### src/rtl/icw_init_sequencer.sv
// Bus master that writes the 8259A initialization words ICW1..ICW4 through a CS/WR/A0/data interface.
// Optional macro ICW_SEQ_OCW1_EN appends an OCW1 (interrupt mask) write after the last ICW.
module icw_init_sequencer #(
    parameter int SETUP_CYCLES    = 1,
    parameter int WR_PULSE_CYCLES = 2,
    parameter int HOLD_CYCLES     = 1
) (
    input  logic       clock,
    input  logic       reset_n,
    input  logic       start,
    input  logic [2:0] icw1_vector_address,
    input  logic       icw1_level_or_edge,
    input  logic       icw1_interval_4_or_8,
    input  logic       icw1_single_or_cascade,
    input  logic       icw1_set_icw4,
    input  logic [7:0] icw2_byte,
    input  logic [7:0] icw3_byte,
    input  logic [7:0] icw4_byte,
`ifdef ICW_SEQ_OCW1_EN
    input  logic [7:0] ocw1_mask,
`endif
    output logic       chip_select_n,
    output logic       write_enable_n,
    output logic       address_a0,
    output logic [7:0] data_bus_out,
    output logic       data_bus_enable,
    output logic       busy,
    output logic       done
);

    localparam int MAX_A = (SETUP_CYCLES > WR_PULSE_CYCLES) ? SETUP_CYCLES : WR_PULSE_CYCLES;
    localparam int MAX_C = (MAX_A > HOLD_CYCLES) ? MAX_A : HOLD_CYCLES;
    localparam int CW    = (MAX_C > 1) ? $clog2(MAX_C) : 1;

    localparam logic [CW-1:0] SETUP_LAST  = CW'(SETUP_CYCLES - 1);
    localparam logic [CW-1:0] STROBE_LAST = CW'(WR_PULSE_CYCLES - 1);
    localparam logic [CW-1:0] HOLD_LAST   = CW'(HOLD_CYCLES - 1);
    localparam logic [CW-1:0] CNT_ZERO    = CW'(0);
    localparam logic [CW-1:0] CNT_ONE     = CW'(1);

    localparam logic [1:0] W_ICW1 = 2'd0;
    localparam logic [1:0] W_ICW2 = 2'd1;
    localparam logic [1:0] W_ICW3 = 2'd2;
    localparam logic [1:0] W_ICW4 = 2'd3;

    typedef enum logic [2:0] {
        S_IDLE   = 3'd0,
        S_SETUP  = 3'd1,
        S_STROBE = 3'd2,
        S_HOLD   = 3'd3,
        S_DONE   = 3'd4
    } state_t;

    state_t          state_q;
    logic [CW-1:0]   cnt_q;
    logic [1:0]      idx_q;
    logic [7:0]      icw1_q;
    logic [7:0]      icw2_q;
    logic [7:0]      icw3_q;
    logic [7:0]      icw4_q;
    logic            cs_n_q;
    logic            we_n_q;
    logic            a0_q;
    logic [7:0]      data_q;
    logic            den_q;
    logic            busy_q;
    logic            done_q;

    logic            more_d;
    logic [1:0]      idx_d;
    logic            nxt_a0_d;
    logic [7:0]      nxt_data_d;
`ifdef ICW_SEQ_OCW1_EN
    logic            ocw_q;
    logic [7:0]      ocw1_q;
    logic            ocw_d;
`endif

    // A0 and data for a given ICW index; ICW1 is the only word written with A0=0.
    function automatic logic [8:0] encode_word(input logic [1:0] idx,
                                               input logic [7:0] w1, input logic [7:0] w2,
                                               input logic [7:0] w3, input logic [7:0] w4);
        case (idx)
            W_ICW1:  return {1'b0, w1};
            W_ICW2:  return {1'b1, w2};
            W_ICW3:  return {1'b1, w3};
            W_ICW4:  return {1'b1, w4};
            default: return {1'b0, w1};
        endcase
    endfunction

    // Which word follows the current one: ICW3 only in cascade mode, ICW4 only when IC4 is set.
    always_comb begin
        more_d = 1'b0;
        idx_d  = idx_q;
        case (idx_q)
            W_ICW1: begin
                more_d = 1'b1;
                idx_d  = W_ICW2;
            end
            W_ICW2: begin
                if (!icw1_q[1]) begin
                    more_d = 1'b1;
                    idx_d  = W_ICW3;
                end else if (icw1_q[0]) begin
                    more_d = 1'b1;
                    idx_d  = W_ICW4;
                end else begin
                    more_d = 1'b0;
                    idx_d  = idx_q;
                end
            end
            W_ICW3: begin
                if (icw1_q[0]) begin
                    more_d = 1'b1;
                    idx_d  = W_ICW4;
                end else begin
                    more_d = 1'b0;
                    idx_d  = idx_q;
                end
            end
            W_ICW4: begin
                more_d = 1'b0;
                idx_d  = idx_q;
            end
            default: begin
                more_d = 1'b0;
                idx_d  = idx_q;
            end
        endcase
        {nxt_a0_d, nxt_data_d} = encode_word(idx_d, icw1_q, icw2_q, icw3_q, icw4_q);
`ifdef ICW_SEQ_OCW1_EN
        ocw_d = 1'b0;
        if (ocw_q) begin
            more_d = 1'b0;
        end else if (!more_d) begin
            more_d     = 1'b1;
            ocw_d      = 1'b1;
            nxt_a0_d   = 1'b1;
            nxt_data_d = ocw1_q;
        end else begin
            ocw_d = 1'b0;
        end
`endif
    end

    // Sequencer FSM with registered bus outputs.
    always_ff @(posedge clock or negedge reset_n) begin
        if (!reset_n) begin
            state_q <= S_IDLE;
            cnt_q   <= CNT_ZERO;
            idx_q   <= W_ICW1;
            icw1_q  <= 8'h00;
            icw2_q  <= 8'h00;
            icw3_q  <= 8'h00;
            icw4_q  <= 8'h00;
            cs_n_q  <= 1'b1;
            we_n_q  <= 1'b1;
            a0_q    <= 1'b0;
            data_q  <= 8'h00;
            den_q   <= 1'b0;
            busy_q  <= 1'b0;
            done_q  <= 1'b0;
`ifdef ICW_SEQ_OCW1_EN
            ocw_q   <= 1'b0;
            ocw1_q  <= 8'h00;
`endif
        end else begin
            case (state_q)
                S_IDLE: begin
                    done_q <= 1'b0;
                    if (start) begin
                        icw1_q  <= {icw1_vector_address, 1'b1, icw1_level_or_edge,
                                    icw1_interval_4_or_8, icw1_single_or_cascade, icw1_set_icw4};
                        icw2_q  <= icw2_byte;
                        icw3_q  <= icw3_byte;
                        icw4_q  <= icw4_byte;
                        data_q  <= {icw1_vector_address, 1'b1, icw1_level_or_edge,
                                    icw1_interval_4_or_8, icw1_single_or_cascade, icw1_set_icw4};
                        a0_q    <= 1'b0;
                        idx_q   <= W_ICW1;
                        cnt_q   <= CNT_ZERO;
                        cs_n_q  <= 1'b0;
                        we_n_q  <= 1'b1;
                        den_q   <= 1'b1;
                        busy_q  <= 1'b1;
                        state_q <= S_SETUP;
`ifdef ICW_SEQ_OCW1_EN
                        ocw_q   <= 1'b0;
                        ocw1_q  <= ocw1_mask;
`endif
                    end
                end
                S_SETUP: begin
                    if (cnt_q == SETUP_LAST) begin
                        cnt_q   <= CNT_ZERO;
                        we_n_q  <= 1'b0;
                        state_q <= S_STROBE;
                    end else begin
                        cnt_q   <= cnt_q + CNT_ONE;
                    end
                end
                S_STROBE: begin
                    if (cnt_q == STROBE_LAST) begin
                        cnt_q   <= CNT_ZERO;
                        we_n_q  <= 1'b1;
                        state_q <= S_HOLD;
                    end else begin
                        cnt_q   <= cnt_q + CNT_ONE;
                    end
                end
                S_HOLD: begin
                    if (cnt_q == HOLD_LAST) begin
                        cnt_q <= CNT_ZERO;
                        if (more_d) begin
                            // chip select stays low across the word boundary
                            idx_q   <= idx_d;
                            a0_q    <= nxt_a0_d;
                            data_q  <= nxt_data_d;
                            state_q <= S_SETUP;
`ifdef ICW_SEQ_OCW1_EN
                            ocw_q   <= ocw_d;
`endif
                        end else begin
                            cs_n_q  <= 1'b1;
                            den_q   <= 1'b0;
                            busy_q  <= 1'b0;
                            done_q  <= 1'b1;
                            a0_q    <= 1'b0;
                            data_q  <= 8'h00;
                            state_q <= S_DONE;
                        end
                    end else begin
                        cnt_q <= cnt_q + CNT_ONE;
                    end
                end
                S_DONE: begin
                    done_q  <= 1'b0;
                    state_q <= S_IDLE;
                end
                default: begin
                    cs_n_q  <= 1'b1;
                    we_n_q  <= 1'b1;
                    den_q   <= 1'b0;
                    busy_q  <= 1'b0;
                    done_q  <= 1'b0;
                    state_q <= S_IDLE;
                end
            endcase
        end
    end

    assign chip_select_n   = cs_n_q;
    assign write_enable_n  = we_n_q;
    assign address_a0      = a0_q;
    assign data_bus_out    = data_q;
    assign data_bus_enable = den_q;
    assign busy            = busy_q;
    assign done            = done_q;

endmodule

### config.mk
export PLATFORM = sky130hd
export DESIGN_NAME = icw_init_sequencer
export DESIGN_NICKNAME = d
export VERILOG_FILES = /design/src/rtl/icw_init_sequencer.sv
export SDC_FILE = /design/constraint.sdc
export NUM_CORES = 1
export LEC_CHECK = 0
export BUFFER_PORTS_ARGS = -buffer_cell sky130_fd_sc_hd__buf_2
export CORE_MARGIN = 5
export CORE_UTILIZATION = 45
export DETAILED_ROUTE_END_ITERATION = 8
export GPL_ROUTABILITY_DRIVEN = 0
export GPL_TIMING_DRIVEN = 0
export HOLD_SLACK_MARGIN = 0.1
export PLACE_DENSITY = 0.75
export SYNTH_ARGS = -nofsm -noshare
export SYNTH_HDL_FRONTEND = slang
export SYNTH_SLANG_ARGS = --single-unit
### constraint.sdc
create_clock -name clock -period 2.2 [get_ports clock]
set_input_delay 0.33 -clock clock [delete_from_list [all_inputs] [get_ports clock]]
set_output_delay 0.33 -clock clock [all_outputs]
set_load 0.1 [all_outputs]
==> results.md <==
* Avg Cell Area, Syn at 8.95 sq um
* Status: complete, no violations
* Worst slack, placed at 296 ps
* Mapped Cells at 249
* Critical path fanouts, max at 9
* Die Y at 80.4 microns
* Number of global-route vias before repair at 1936
* Cell Pwr Density at 1790 nW/um^2
* Fillcell total at 455
* Congestion Overflow GR at 0
* Initial DRC Count at 150
* VDD IR-drop max at 0.818 mV
* Slew @ Worst Pin at 1000 ps
* Most common cell after layout, fill and taps aside: nand2_1
* WL per Instance at 14.4 microns
* Leak at 1.33 nW
* YS warnings at 0
* Max Slew Vio Count at 0
* CP Launch Type: flop
* Row cnt at 25
* # IOs at 48
* Arr. time, crit path at 2140 ps
* R2r startpoint: icw1_q[1]
* Final Skew at 6.47 ps
* Hold buffers post-CTS at 0
* Worst Reg-to-Reg Cells at 5
* Die footprint at 6460 sq um
* Commonest non-fill, non-tap cells in the layout: 96 x nand2_1, 51 x buf_2, 43 x dfrtp_1, 11 x a21oi_1
* Async SR Flop Fraction at 1.00
* Largest net degree at the start of global routing at 46
* CTS root buf: clkbuf_8
* Area taken by multi-input logic gates at 965 sq um
* First-pass GRT wire length at 8960 microns
* Post-CTS Resized at 0
* Clock Pin Slew Worst Setup and Hold Paths at 90 ps
* Top cell type's share of synthesized area at 0.483
* Vias per cell at 5.12
* Hold_ws at 195 ps
* H-tree depth at 2
* Drt pass-1 iters at 4
* Pwr Total at 4.71 mW
* Die X at 80.4 microns
* Initial antenna violation count at 0
* Antenna Cells at 0
* Nets at 337
* Endpoint class of the critical path: flop
* CP max stage cell: a21oi_1
* Clk sinks at 45
* Cell taking the most area after synthesis: dfrtp_1
* Unrepaired setup endpoints after global routing: false
* Total CTS buffers at 5
* CTS tree: yes
* Ys flop type: dfrtp_1
* Register Area at 1130 sq um
* Crit path required time at 2410 ps
* Final worst slack at 268 ps
* Number of synthesized flops with an enable pin at 0
* Gr usage total at 0.181
* CP Class: reg2reg
* Post-synthesis sequential area ratio at 0.506
* Post-CTS Setup Inserts at 0
* Register bit total from synthesis at 45
* DR vias at 1901
* Hold/Removal Path Class: in2async
* Setup TNS at 0 ps
* Minimum clock period at 1930 ps
* Routed WL at 5350 microns
* Initial Util at 0.469
* Area grow syn2layout at 18.1%
* Longest Clk Path Bufs at 2
* Worst-path cell chain: clkbuf_1, nand2b_1, a21oi_1, a22oi_1, a211oi_1
* Synth top area cells: dfrtp_1 48%, nand2_1 16%, a22oi_1 3.0%
* Core Region at 4750 sq um
* Final Cycle Share at 0.878
* Final setup fails at 0
* Layout cell share with drive strength beyond 1 at 0.247
* Hold Fails Final Rpt at 0
* R2R Setup Slk at 270 ps
* Slew headroom at 0.331
* Clock Latency Late Sink at 300 ps
* Routed Antenna Nets at 0
* Syn Nets at 283
* Final core utilization at 0.554
* Synth unique cells at 42
* Mapped Area at 2230 sq um
* Max-cap viol count at 0
* Upper clock frequency limit at 518 MHz
* Post-DP HPWL at 3800 microns
* Crit-path max cell delay at 630 ps
* RR Endpoint: data_bus_out[1]
* # DRC at 0
* Port Buf Inserts at 47
[power breakdown]
part,leakage [nW],internal (mW),switching (mW)
combinational,0.737,0.809,1.90
clock,0.0385,0.225,0.289
sequential,0.554,1.23,0.251
total,1.33,2.27,2.44
[cells by family after synthesis]
logic type	Yosys count	share of synthesized area
xor gates and xnor gates	1	0.00393
buffers and inverters	20	0.0612
DFF	45	0.506
and+or+nand+nor	131	0.265
muxes	1	0.00505
AOI/OAI and AO/OA	51	0.159
[cell usage after synthesis (2+ instances only)]
cell	number
o21ai_0	6
a211oi_1	7
clkbuf_1	5
nor2_1	9
inv_1	2
and3_1	6
buf_6	6
a21oi_1	11
dfrtp_1	43
nand2_1	96
nand3_1	4
nand2b_1	5
dfstp_2	2
buf_4	3
a22o_1	2
a22oi_1	9
nand3b_1	3
buf_2	4
o22ai_1	3
[worst max-delay path by stage]
stage	slack, ps	cells past startpoint	startpoint	end
2_1_floorplan	520	5	state_q[1]	idx_q[1]
3_3_place_gp	330	5	icw1_q[1]	data_bus_out[2]
3_5_place_dp	300	5	icw1_q[1]	data_bus_out[2]
4_1_cts	260	5	icw1_q[1]	data_bus_out[2]
5_1_grt	110	5	icw1_q[1]	data_bus_out[7]
6_report	270	5	icw1_q[1]	data_bus_out[1]
[final cells by class]
cell class                      count  area share
Tap cell                           67      0.0318
Inverter                            2     0.00285
Sequential cell                    45       0.429
Clock inverter                      1     0.00285
Multi-Input combinational cell    184       0.366
Timing Repair Buffer               47      0.0894
Buffer                             18      0.0490
Clock buffer                        7      0.0290
[sequential cells by signal, indices dropped and copies added, names as in the netlist, 2 cells and up]
register and flops:
data_bus_out 8, icw2_q 8, icw3_q 8, icw4_q 8, state_q 3, icw1_q 2, idx_q 2
[critical path: cells and delay by family (launching register included)]
kind	cells	cell delay (ps)
compound gates	3	1060
buf+inv	1	310
flops	1	330
simple gates	1	140
[routing by layer]
| layer | wire length (microns) | GRT usage |
|---|---|---|
| met1 | 2390 | 0.228 |
| met5 | 0 | 0 |
| met2 | 2530 | 0.300 |
| met4 | 73 | 0.0709 |
| met3 | 356 | 0.0392 |
[stage by stage]
stage               std cells  area, sq um
floorplan                 249         2230
global placement          363         2550
detailed placement        363         2550
CTS                       371         2630
global route              371         2630
finish                    371         2630
Power figures use the tool's default switching activity.
